### src/rtl/conv_pkg.sv
// rtl/conv_pkg.sv - shared state encoding and size defaults for the convolution stream scheduler
package conv_pkg;
    localparam int DIM_W_DEF = 16;
    localparam int KMAX_DEF  = 7;

    typedef enum logic [1:0] {
        IDLE = 2'd0,
        RUN  = 2'd1,
        DONE = 2'd2
    } state_t;
endpackage

### src/rtl/wrap_counter.sv
// rtl/wrap_counter.sv - enable-driven counter that wraps to zero after reaching a terminal value
module wrap_counter #(
    parameter int W = 16
) (
    input  logic         clk,
    input  logic         rst,
    input  logic         clr,
    input  logic         en,
    input  logic [W-1:0] term,
    output logic [W-1:0] count,
    output logic         wrap
);
    logic [W-1:0] count_q, count_d;

    assign count = count_q;
    assign wrap  = en && (count_q == term);

    always_comb begin
        count_d = count_q;
        if (clr) begin
            count_d = '0;
        end else if (en) begin
            count_d = wrap ? '0 : count_q + 1'b1;
        end
    end

    always_ff @(posedge clk or posedge rst) begin
        if (rst) begin
            count_q <= '0;
        end else begin
            count_q <= count_d;
        end
    end
endmodule

### src/rtl/conv_stream_scheduler.sv
// rtl/conv_stream_scheduler.sv - raster pixel scheduler emitting line-buffer writes and KxK window-valid flags
module conv_stream_scheduler
    import conv_pkg::*;
#(
    parameter int DIM_W = DIM_W_DEF,
    parameter int KMAX  = KMAX_DEF
) (
    input  logic             clk,
    input  logic             rst,
    input  logic             start,
    input  logic [DIM_W-1:0] cfg_width,
    input  logic [DIM_W-1:0] cfg_height,
    input  logic [2:0]       cfg_kernel,
    input  logic             in_valid,
    output logic             in_ready,
    input  logic             out_stall,
    output logic             lb_wr_en,
    output logic [DIM_W-1:0] col,
    output logic [DIM_W-1:0] row,
    output logic             win_valid,
    output logic             busy,
    output logic             done,
    output logic             cfg_err
);
    localparam logic [3:0] KMAX_L = 4'(KMAX);

    state_t           state_q, state_d;
    logic [DIM_W-1:0] w_q, w_d, h_q, h_d;
    logic [2:0]       k_q, k_d;
    logic [DIM_W-1:0] row_cnt_q, row_cnt_d;
    logic [DIM_W-1:0] col_q, col_d, row_q, row_d;
    logic             lb_wr_en_q, lb_wr_en_d;
    logic             win_valid_q, win_valid_d;
    logic             cfg_err_q, cfg_err_d;

    logic             run, accept, cfg_ok, col_clr, col_wrap;
    logic [DIM_W-1:0] col_cnt, col_term, h_m1, k_m1, cfg_k_ext;

    assign run       = (state_q == RUN);
    assign in_ready  = run && !out_stall;
    assign accept    = in_valid && in_ready;
    assign busy      = run;
    assign done      = (state_q == DONE);
    assign lb_wr_en  = lb_wr_en_q;
    assign win_valid = win_valid_q;
    assign col       = col_q;
    assign row       = row_q;
    assign cfg_err   = cfg_err_q;

    assign cfg_k_ext = {{(DIM_W-3){1'b0}}, cfg_kernel};
    assign cfg_ok    = (cfg_kernel != 3'd0) && ({1'b0, cfg_kernel} <= KMAX_L) &&
                       (cfg_width >= cfg_k_ext) && (cfg_height >= cfg_k_ext);

    // Minus-one terms are only formed in RUN, where a passed check guarantees W, H, K >= 1.
    assign col_term  = run ? w_q - 1'b1 : '0;
    assign h_m1      = run ? h_q - 1'b1 : '0;
    assign k_m1      = run ? {{(DIM_W-3){1'b0}}, k_q} - 1'b1 : '0;

    wrap_counter #(.W(DIM_W)) u_col_cnt (
        .clk   (clk),
        .rst   (rst),
        .clr   (col_clr),
        .en    (accept),
        .term  (col_term),
        .count (col_cnt),
        .wrap  (col_wrap)
    );

    always_comb begin
        state_d     = state_q;
        w_d         = w_q;
        h_d         = h_q;
        k_d         = k_q;
        row_cnt_d   = row_cnt_q;
        col_d       = col_q;
        row_d       = row_q;
        lb_wr_en_d  = 1'b0;
        win_valid_d = 1'b0;
        cfg_err_d   = cfg_err_q;
        col_clr     = 1'b0;
        case (state_q)
            IDLE: begin
                if (start) begin
                    w_d = cfg_width;
                    h_d = cfg_height;
                    k_d = cfg_kernel;
                    if (cfg_ok) begin
                        cfg_err_d = 1'b0;
                        row_cnt_d = '0;
                        col_clr   = 1'b1;
                        state_d   = RUN;
                    end else begin
                        cfg_err_d = 1'b1;
                    end
                end
            end
            RUN: begin
                if (accept) begin
                    lb_wr_en_d  = 1'b1;
                    col_d       = col_cnt;
                    row_d       = row_cnt_q;
                    win_valid_d = (row_cnt_q >= k_m1) && (col_cnt >= k_m1);
                    if (col_wrap) begin
                        row_cnt_d = row_cnt_q + 1'b1;
                        if (row_cnt_q == h_m1) begin
                            state_d = DONE;
                        end
                    end
                end
            end
            DONE:    state_d = IDLE;
            default: state_d = IDLE;
        endcase
    end

    always_ff @(posedge clk or posedge rst) begin
        if (rst) begin
            state_q     <= IDLE;
            w_q         <= '0;
            h_q         <= '0;
            k_q         <= '0;
            row_cnt_q   <= '0;
            col_q       <= '0;
            row_q       <= '0;
            lb_wr_en_q  <= 1'b0;
            win_valid_q <= 1'b0;
            cfg_err_q   <= 1'b0;
        end else begin
            state_q     <= state_d;
            w_q         <= w_d;
            h_q         <= h_d;
            k_q         <= k_d;
            row_cnt_q   <= row_cnt_d;
            col_q       <= col_d;
            row_q       <= row_d;
            lb_wr_en_q  <= lb_wr_en_d;
            win_valid_q <= win_valid_d;
            cfg_err_q   <= cfg_err_d;
        end
    end
endmodule

### config.mk
export PLATFORM = sky130hd
export DESIGN_NAME = conv_stream_scheduler
export DESIGN_NICKNAME = d
export VERILOG_FILES = /design/src/rtl/conv_pkg.sv /design/src/rtl/wrap_counter.sv /design/src/rtl/conv_stream_scheduler.sv
export SDC_FILE = /design/constraint.sdc
export NUM_CORES = 1
export LEC_CHECK = 0
export CORE_UTILIZATION = 59
export CTS_BUF_LIST = sky130_fd_sc_hd__clkbuf_4 sky130_fd_sc_hd__clkbuf_8
export DETAILED_ROUTE_END_ITERATION = 16
export HOLD_SLACK_MARGIN = 0.12
export PLACE_DENSITY = 0.83
export SYNTH_ARGS = -nofsm -noshare
export SYNTH_HDL_FRONTEND = slang
export SYNTH_HIERARCHICAL = 1
export SYNTH_SLANG_ARGS = --single-unit
### constraint.sdc
create_clock -name clk -period 4.9 [get_ports clk]
set_input_delay 0.735 -clock clk [delete_from_list [all_inputs] [get_ports clk]]
set_output_delay 0.735 -clock clk [all_outputs]
set_load 0.05 [all_outputs]
==> results of run 1 <==
[layer usage]
layer,vias up,GRT usage,share of wire
met4,0,0.0886,0.020
li1,2590,-,-
met3,24,0.0472,0.048
met1,2686,0.378,0.46
met5,-,0,0
met2,178,0.449,0.47
[state kept, by name, summed over array words and instances (netlist names)]
| name | flops |
|---|---|
| cfg_err | 1 |
| col | 16 |
| h_q | 16 |
| k_q | 3 |
| lb_wr_en | 1 |
| row | 16 |
| row_cnt_q | 16 |
| state_q | 2 |
| u_col_cnt/count | 16 |
| w_q | 16 |
| win_valid | 1 |
[layout by cell type, fill, tap and decap left out, types with 11 or more instances in the layout]
master,count
o21ai_0,23
nor3_1,16
mux2_2,60
a21oi_1,18
inv_1,23
nand2b_1,15
nand2_1,33
nand4_1,15
xnor2_1,56
dfrtp_1,104
clkdlybuf4s50_1,77
a21o_1,11
nor2_1,60
nor4_1,22
ha_1,43
a211oi_1,15
[worst max path at each step]
| stage | start | endpoint | cells after the start |
|---|---|---|---|
| floorplan | w_q[2]$_DFFE_PP0P_ | row_cnt_q[4]$_DFFE_PP0P_ | 17 |
| CTS | w_q[2]$_DFFE_PP0P_ | row_cnt_q[10]$_DFFE_PP0P_ | 15 |
| global route | w_q[2]$_DFFE_PP0P_ | row_cnt_q[10]$_DFFE_PP0P_ | 15 |
| global placement | w_q[2]$_DFFE_PP0P_ | row_cnt_q[10]$_DFFE_PP0P_ | 15 |
| finish | w_q[2]$_DFFE_PP0P_ | row_cnt_q[10]$_DFFE_PP0P_ | 15 |
| detailed placement | w_q[2]$_DFFE_PP0P_ | row_cnt_q[10]$_DFFE_PP0P_ | 15 |
[area by class of cell]
class	instances	area (um2)	share of cell area
timing repair buffer	86	838	0.107
clock inverter	5	63.8	0.00812
inverter	24	91.3	0.0116
sequential	104	2600	0.331
clock buffer	11	139	0.0177
tap	140	175	0.0223
multi-input combinational	512	3940	0.502
[power breakdown]
part / total [mW] / internal, mW / leakage (nW) / switching, mW
Clock: 0.563 / 0.253 / 0.101 / 0.311
Sequential: 1.29 / 1.03 / 1.36 / 0.263
Combinational: 1.31 / 0.615 / 1.74 / 0.693
Total: 3.17 / 1.90 / 3.20 / 1.27
[kinds of logic after synthesis]
kind of cell             after synthesis
AND/OR/NAND/NOR                      231
AO/OA/AOI/OAI                        111
flip-flops                           104
XOR/XNOR                              65
multiplexers                          62
buffers and inverters                 60
adder cells (fa/ha/maj)               43
[worst max-delay path, cell delays in order, from the launching register on]
cell and delay, ns:
dfrtp_1 0.46, nor4_1 0.41, nand2b_1 0.15, or4_1 0.51, nor3b_1 0.28, xnor2_1 0.16
nor2_1 0.08, xnor2_1 0.16, nand4_1 0.14, nor4_4 0.04, buf_4 0.19, and2_1 0.19
a21oi_1 0.87, nor3b_2 0.21, a311oi_1 0.34, a41o_1 0.13
[per-stage QoR]
step / area, um2 / hold WS, ns
finish: 7850 / 0.515
floorplan: 6780 / 0.502
detailed placement: 7650 / 0.495
global route: 7850 / 0.532
global placement: 7650 / 0.487
CTS: 7850 / 0.517
==> impl_metrics.yaml, run 1 <==
cells_and_area:
  final_cells: 882
  area_delta_synth_final_pct: 15.8
  layout-drive-gt1-share: 0.150
  final_util: 0.712
  nets: 820
  n_fill_cell: 835
  diodes: 0
sta:
  slew_headroom: 0.243
  finalCriticalPeriod_ns: 4.41
  max_freq_mhz: 227
  fin_skew_ns: 0.00938
  hold_viol: 0
  setup_slack_ns: 0.488
  drv_slew: 0
  min_period_over_period: 0.900
  rsz0062_at_grt: "no"
  finalSetupViolations: 0
  setup_tns_ns: 0
  worst_slew_pin_slew_ns: 1.14
cts:
  cts_buffer_depth: 2
  cts.sinks: 104
  numCtsBuffers: 9
  post-cts-setup-buffer-count: 0
  holdBufCountCts: 0
  postCtsResizedCells: 0
  cts_tree: "built"
  htreeDepth: 3
  path_clk_slew_ns: 0.10
  clock_latency_ns: 0.39
  root_buffer: "clkbuf_8"
route:
  drtPass1Iterations: 5
  wirelength_um: 15500
  vias: 5478
  routedWlPerCell_um: 17.6
  drt_iter0_markers: 247
  ant_nets: 0
  avgViaCountPerCell: 6.21
  drcViolationCount: 0
synthesis:
  syn-cell-area_um2: 6780
  post-synth-top-count-cell: "dfrtp_1"
  synth.net_count: 759
  synth_compound_area_frac: 0.115
  synthSimpleGateAreaFrac: 0.198
  synth.area.top_cells: "dfrtp_1 (38%), mux2_2 (10%), ha_1 (7.9%), xnor2_1 (7.2%), nor2_1 (3.3%)"
  synth_common_cells: "dfrtp_1 (104), mux2_2 (60), nor2_1 (60)"
  async_flop_share: 1.00
  synthMuxAreaShare: 0.103
  ys_seq_elements: 104
  synth.avg_cell_area_um2: 10.0
  synth-xor-area-share: 0.0839
  synthesis.instances: 676
  yosys_most_used_dff: "dfrtp_1"
  synth-edff-count: 0
  synth.yosys.seq_area_share: 0.384
  synth_largest_area_cell: "dfrtp_1"
  synthAdderAreaFrac: 0.0793
  yosysWarnings: 6
  synth_top_area_share: 0.384
  synth_top_family_by_area: "simple AND/OR/NAND/NOR gates"
  synth_cell_type_count: 75
grt:
  overflow: 0
  grt_pass1_vias: 5259
  grt_antenna_before_repair: 0
  track_usage: 0.277
  grt_max_degree: 48
  grt_pass1_wl_um: 25500
flow_run:
  drv_cap: 0
worst_hold_path:
  min_to: "row[12]$_DFFE_PP0P_"
  hp-start: "row[12]$_DFFE_PP0P_"
  min_path_cells: 1
  hp-class: "register to register"
power_and_ir_drop:
  p_leak_nw: 3.20
  ir_worst_vdd_uv: 285
  p_total_mw: 3.17
  p_per_area_nw_per_um2: 403
setup_path:
  startpoint_type: "register"
  r2r.worst_path.cells: 15
  end_kind: "register"
  reg2reg_to: "row_cnt_q[10]$_DFFE_PP0P_"
  rr_startpoint: "w_q[2]$_DFFE_PP0P_"
  r2r_setup_slack_ns: 0.49
  worstPathArrival_ns: 4.73
  worstPathMaxFanout: 17
  crit_required_ns: 5.22
  critPathKind: "register to register"
floorplan:
  die_h_um: 109
  pin_count: 78
  core_area_um2: 11000
  die-width_um: 109
  start_util: 0.615
  row_count: 38
  die_area_um2: 11900
placement:
  hpwl_um: 11700
  gp_congestion: 0.860
  dp_cells: 866
  pre_cts_slack_ns: 0.615
  port_buffers: 77
outcome:
  status: "completed"
Power figures use the tool's default switching activity.
==> run 2: changes to the inputs <==
--- a/config.mk
+++ b/config.mk
@@ -5,11 +5,12 @@
 export SDC_FILE = /design/constraint.sdc
 export NUM_CORES = 1
 export LEC_CHECK = 0
-export CORE_UTILIZATION = 59
+export CORE_UTILIZATION = 50
 export CTS_BUF_LIST = sky130_fd_sc_hd__clkbuf_4 sky130_fd_sc_hd__clkbuf_8
 export DETAILED_ROUTE_END_ITERATION = 16
 export HOLD_SLACK_MARGIN = 0.12
-export PLACE_DENSITY = 0.83
+export PLACE_DENSITY = 0.72
+export SKIP_CTS_REPAIR_TIMING = 1
 export SYNTH_ARGS = -nofsm -noshare
 export SYNTH_HDL_FRONTEND = slang
 export SYNTH_HIERARCHICAL = 1
==> run 2 against run 1 <==
Utilization is 11 points lower; worst hold slack hardly changed; die area is 18% higher; critical path depth stayed put; clock-buffer cell count is 1 lower; sequential power hardly changed; fmax is 2.0% higher; routed wire length is 2.2% lower; non-clock buffer count is 1 higher; largest cell class unchanged; register-to-register slack better by 0.09 ns; global-route usage is 5.0 points lower.
==> impl_metrics.yaml, run 2 (synthesis results as in run 1) <==
outcome:
  status: "completed"
power_and_ir_drop:
  p_clk_frac: 0.189
  p_seq_frac: 0.407
  switching_share: 0.398
  p_switching_mw: 1.26
  ir_worst_vdd_uv: 245
  comb_power_share: 0.404
  internal-power_mw: 1.91
  p_leak_nw: 3.21
  p_per_area_nw_per_um2: 400
floorplan:
  die_h_um: 118
  pin_count: 78
  core_area_um2: 13200
  die_area_um2: 14000
  row_count: 42
  die-width_um: 118
  start_util: 0.512
cts:
  path_clk_slew_ns: 0.10
  cts_tree: "built"
  htreeDepth: 3
  numCtsBuffers: 9
  cts.sinks: 104
  cts_buffer_depth: 2
  clock_latency_ns: 0.41
  root_buffer: "clkbuf_8"
sta:
  hold_viol: 0
  finalCriticalPeriod_ns: 4.32
  fin_skew_ns: 0.0112
  min_period_over_period: 0.883
  rsz0062_at_grt: "no"
  drv_slew: 0
  finalSetupViolations: 0
  max_freq_mhz: 231
  setup_tns_ns: 0
  slew_headroom: 0.298
  hold_slack_ns: 0.515
  worst_slew_pin_slew_ns: 1.05
route:
  drt_iter0_markers: 234
  avgViaCountPerCell: 5.80
  drtPass1Iterations: 4
  routedWlPerCell_um: 16.5
  drcViolationCount: 0
  wirelength_um: 15200
  ant_nets: 0
  vias: 5334
cells_and_area:
  layout_common_cells: "dfrtp_1 (104), clkdlybuf4s50_1 (77), mux2_2 (60), nor2_1 (60), xnor2_1 (56)"
  final_common_cell: "dfrtp_1"
  nets: 821
  diodes: 0
  layout-drive-gt1-share: 0.151
  area_delta_synth_final_pct: 16.9
setup_path:
  worstPathArrival_ns: 4.62
  reg2reg_to: "row_cnt_q[10]$_DFFE_PP0P_"
  end_kind: "register"
  critPathSlowestCell: "or4_1"
  cp_slowest_stage_delay_ns: 0.52
  r2r.worst_path.cells: 15
  startpoint_type: "register"
  worstPathMaxFanout: 17
  crit_required_ns: 5.19
  r2r_setup_slack_ns: 0.58
  critPathKind: "register to register"
  path_cells: "nor4_1 > nand2b_1 > or4_1 > nor4_1 > xnor2_1 > nor2_1 > xnor2_1 > nand4_1 > nor4_4 > buf_4 > and2_1 > a21oi_1 > nor3b_2 > a311oi_1 > a41o_1"
  rr_startpoint: "w_q[2]$_DFFE_PP0P_"
grt:
  grt_pass1_wl_um: 25200
  overflow: 0
  grt_antenna_before_repair: 0
  grt_pass1_vias: 5075
  track_usage: 0.227
  grt_max_degree: 47
placement:
  port_buffers: 77
  gp_congestion: 0.888
  hpwl_um: 11400
flow_run:
  drv_cap: 0
worst_hold_path:
  min_path_cells: 1
  hp-class: "register to register"
  hp-start: "row[10]$_DFFE_PP0P_"
  min_to: "row[10]$_DFFE_PP0P_"
## run 2: cell count changes in the layout (fill, tap and decap cells not counted), sizes merged
cell,before,now
inv,25,26
clkbuf,11,10
buf,9,10
## run 2: power by group through the flow
stage	registers, mW	clock network (mW)	logic (mW)
after floorplan	1.28	0	0.967
after CTS	1.29	0.610	1.29
final	1.29	0.600	1.28
after detailed placement	1.31	0	1.28
after global placement	1.29	0	1.24
after global routing	1.33	0.642	1.41
## run 2: per-stage QoR
stage | utilization | setup slack [ns] | instance area [um2] | power, mW | cells
2_1_floorplan | - | 0.989 | 6780 | 2.25 | 676
6_report | 0.599 | 0.575 | 7930 | 3.17 | 919
5_1_grt | 0.599 | 0.104 | 7930 | 3.39 | 919
3_5_place_dp | 0.582 | 0.614 | 7700 | 2.58 | 903
4_1_cts | 0.599 | 0.586 | 7930 | 3.19 | 919
3_3_place_gp | 0.582 | 0.830 | 7700 | 2.52 | 903
## run 2: layout make-up
class,instances,area (um2)
sequential,104,2600
timing repair buffer,87,846
fill,1146,5320
clock buffer,10,138
tap,176,220
multi-input combinational,512,3940
clock inverter,6,85.1
inverter,24,91.3
## run 2: routing by layer
metal  vias to the layer above  part of all wire  track usage
met4                         0             0.019       0.0902
met1                      2594              0.47        0.317
li1                       2585                 -            -
met3                        20             0.050       0.0294
met2                       135              0.46        0.360
met5                         -                 0            0
## run 2: worst max-delay path by stage
| stage | start | end | slack, ns | cells after the start |
|---|---|---|---|---|
| final | w_q[2]$_DFFE_PP0P_ | row_cnt_q[10]$_DFFE_PP0P_ | 0.58 | 15 |
| after CTS | w_q[2]$_DFFE_PP0P_ | row_cnt_q[10]$_DFFE_PP0P_ | 0.59 | 15 |
| after global placement | w_q[2]$_DFFE_PP0P_ | row_cnt_q[10]$_DFFE_PP0P_ | 0.83 | 15 |
| after detailed placement | w_q[2]$_DFFE_PP0P_ | row_cnt_q[10]$_DFFE_PP0P_ | 0.61 | 15 |
| after global routing | w_q[2]$_DFFE_PP0P_ | row_cnt_q[10]$_DFFE_PP0P_ | 0.10 | 15 |
| after floorplan | w_q[2]$_DFFE_PP0P_ | row_cnt_q[4]$_DFFE_PP0P_ | 0.99 | 17 |
## run 2: critical path, delay by kind of cell, from the launching register on
| family | cells | cell delay, ns |
|---|---|---|
| buf+inv | 1 | 0.25 |
| xor+xnor | 2 | 0.34 |
| compound gates | 3 | 0.69 |
| simple gates | 9 | 2.49 |
| flops | 1 | 0.46 |
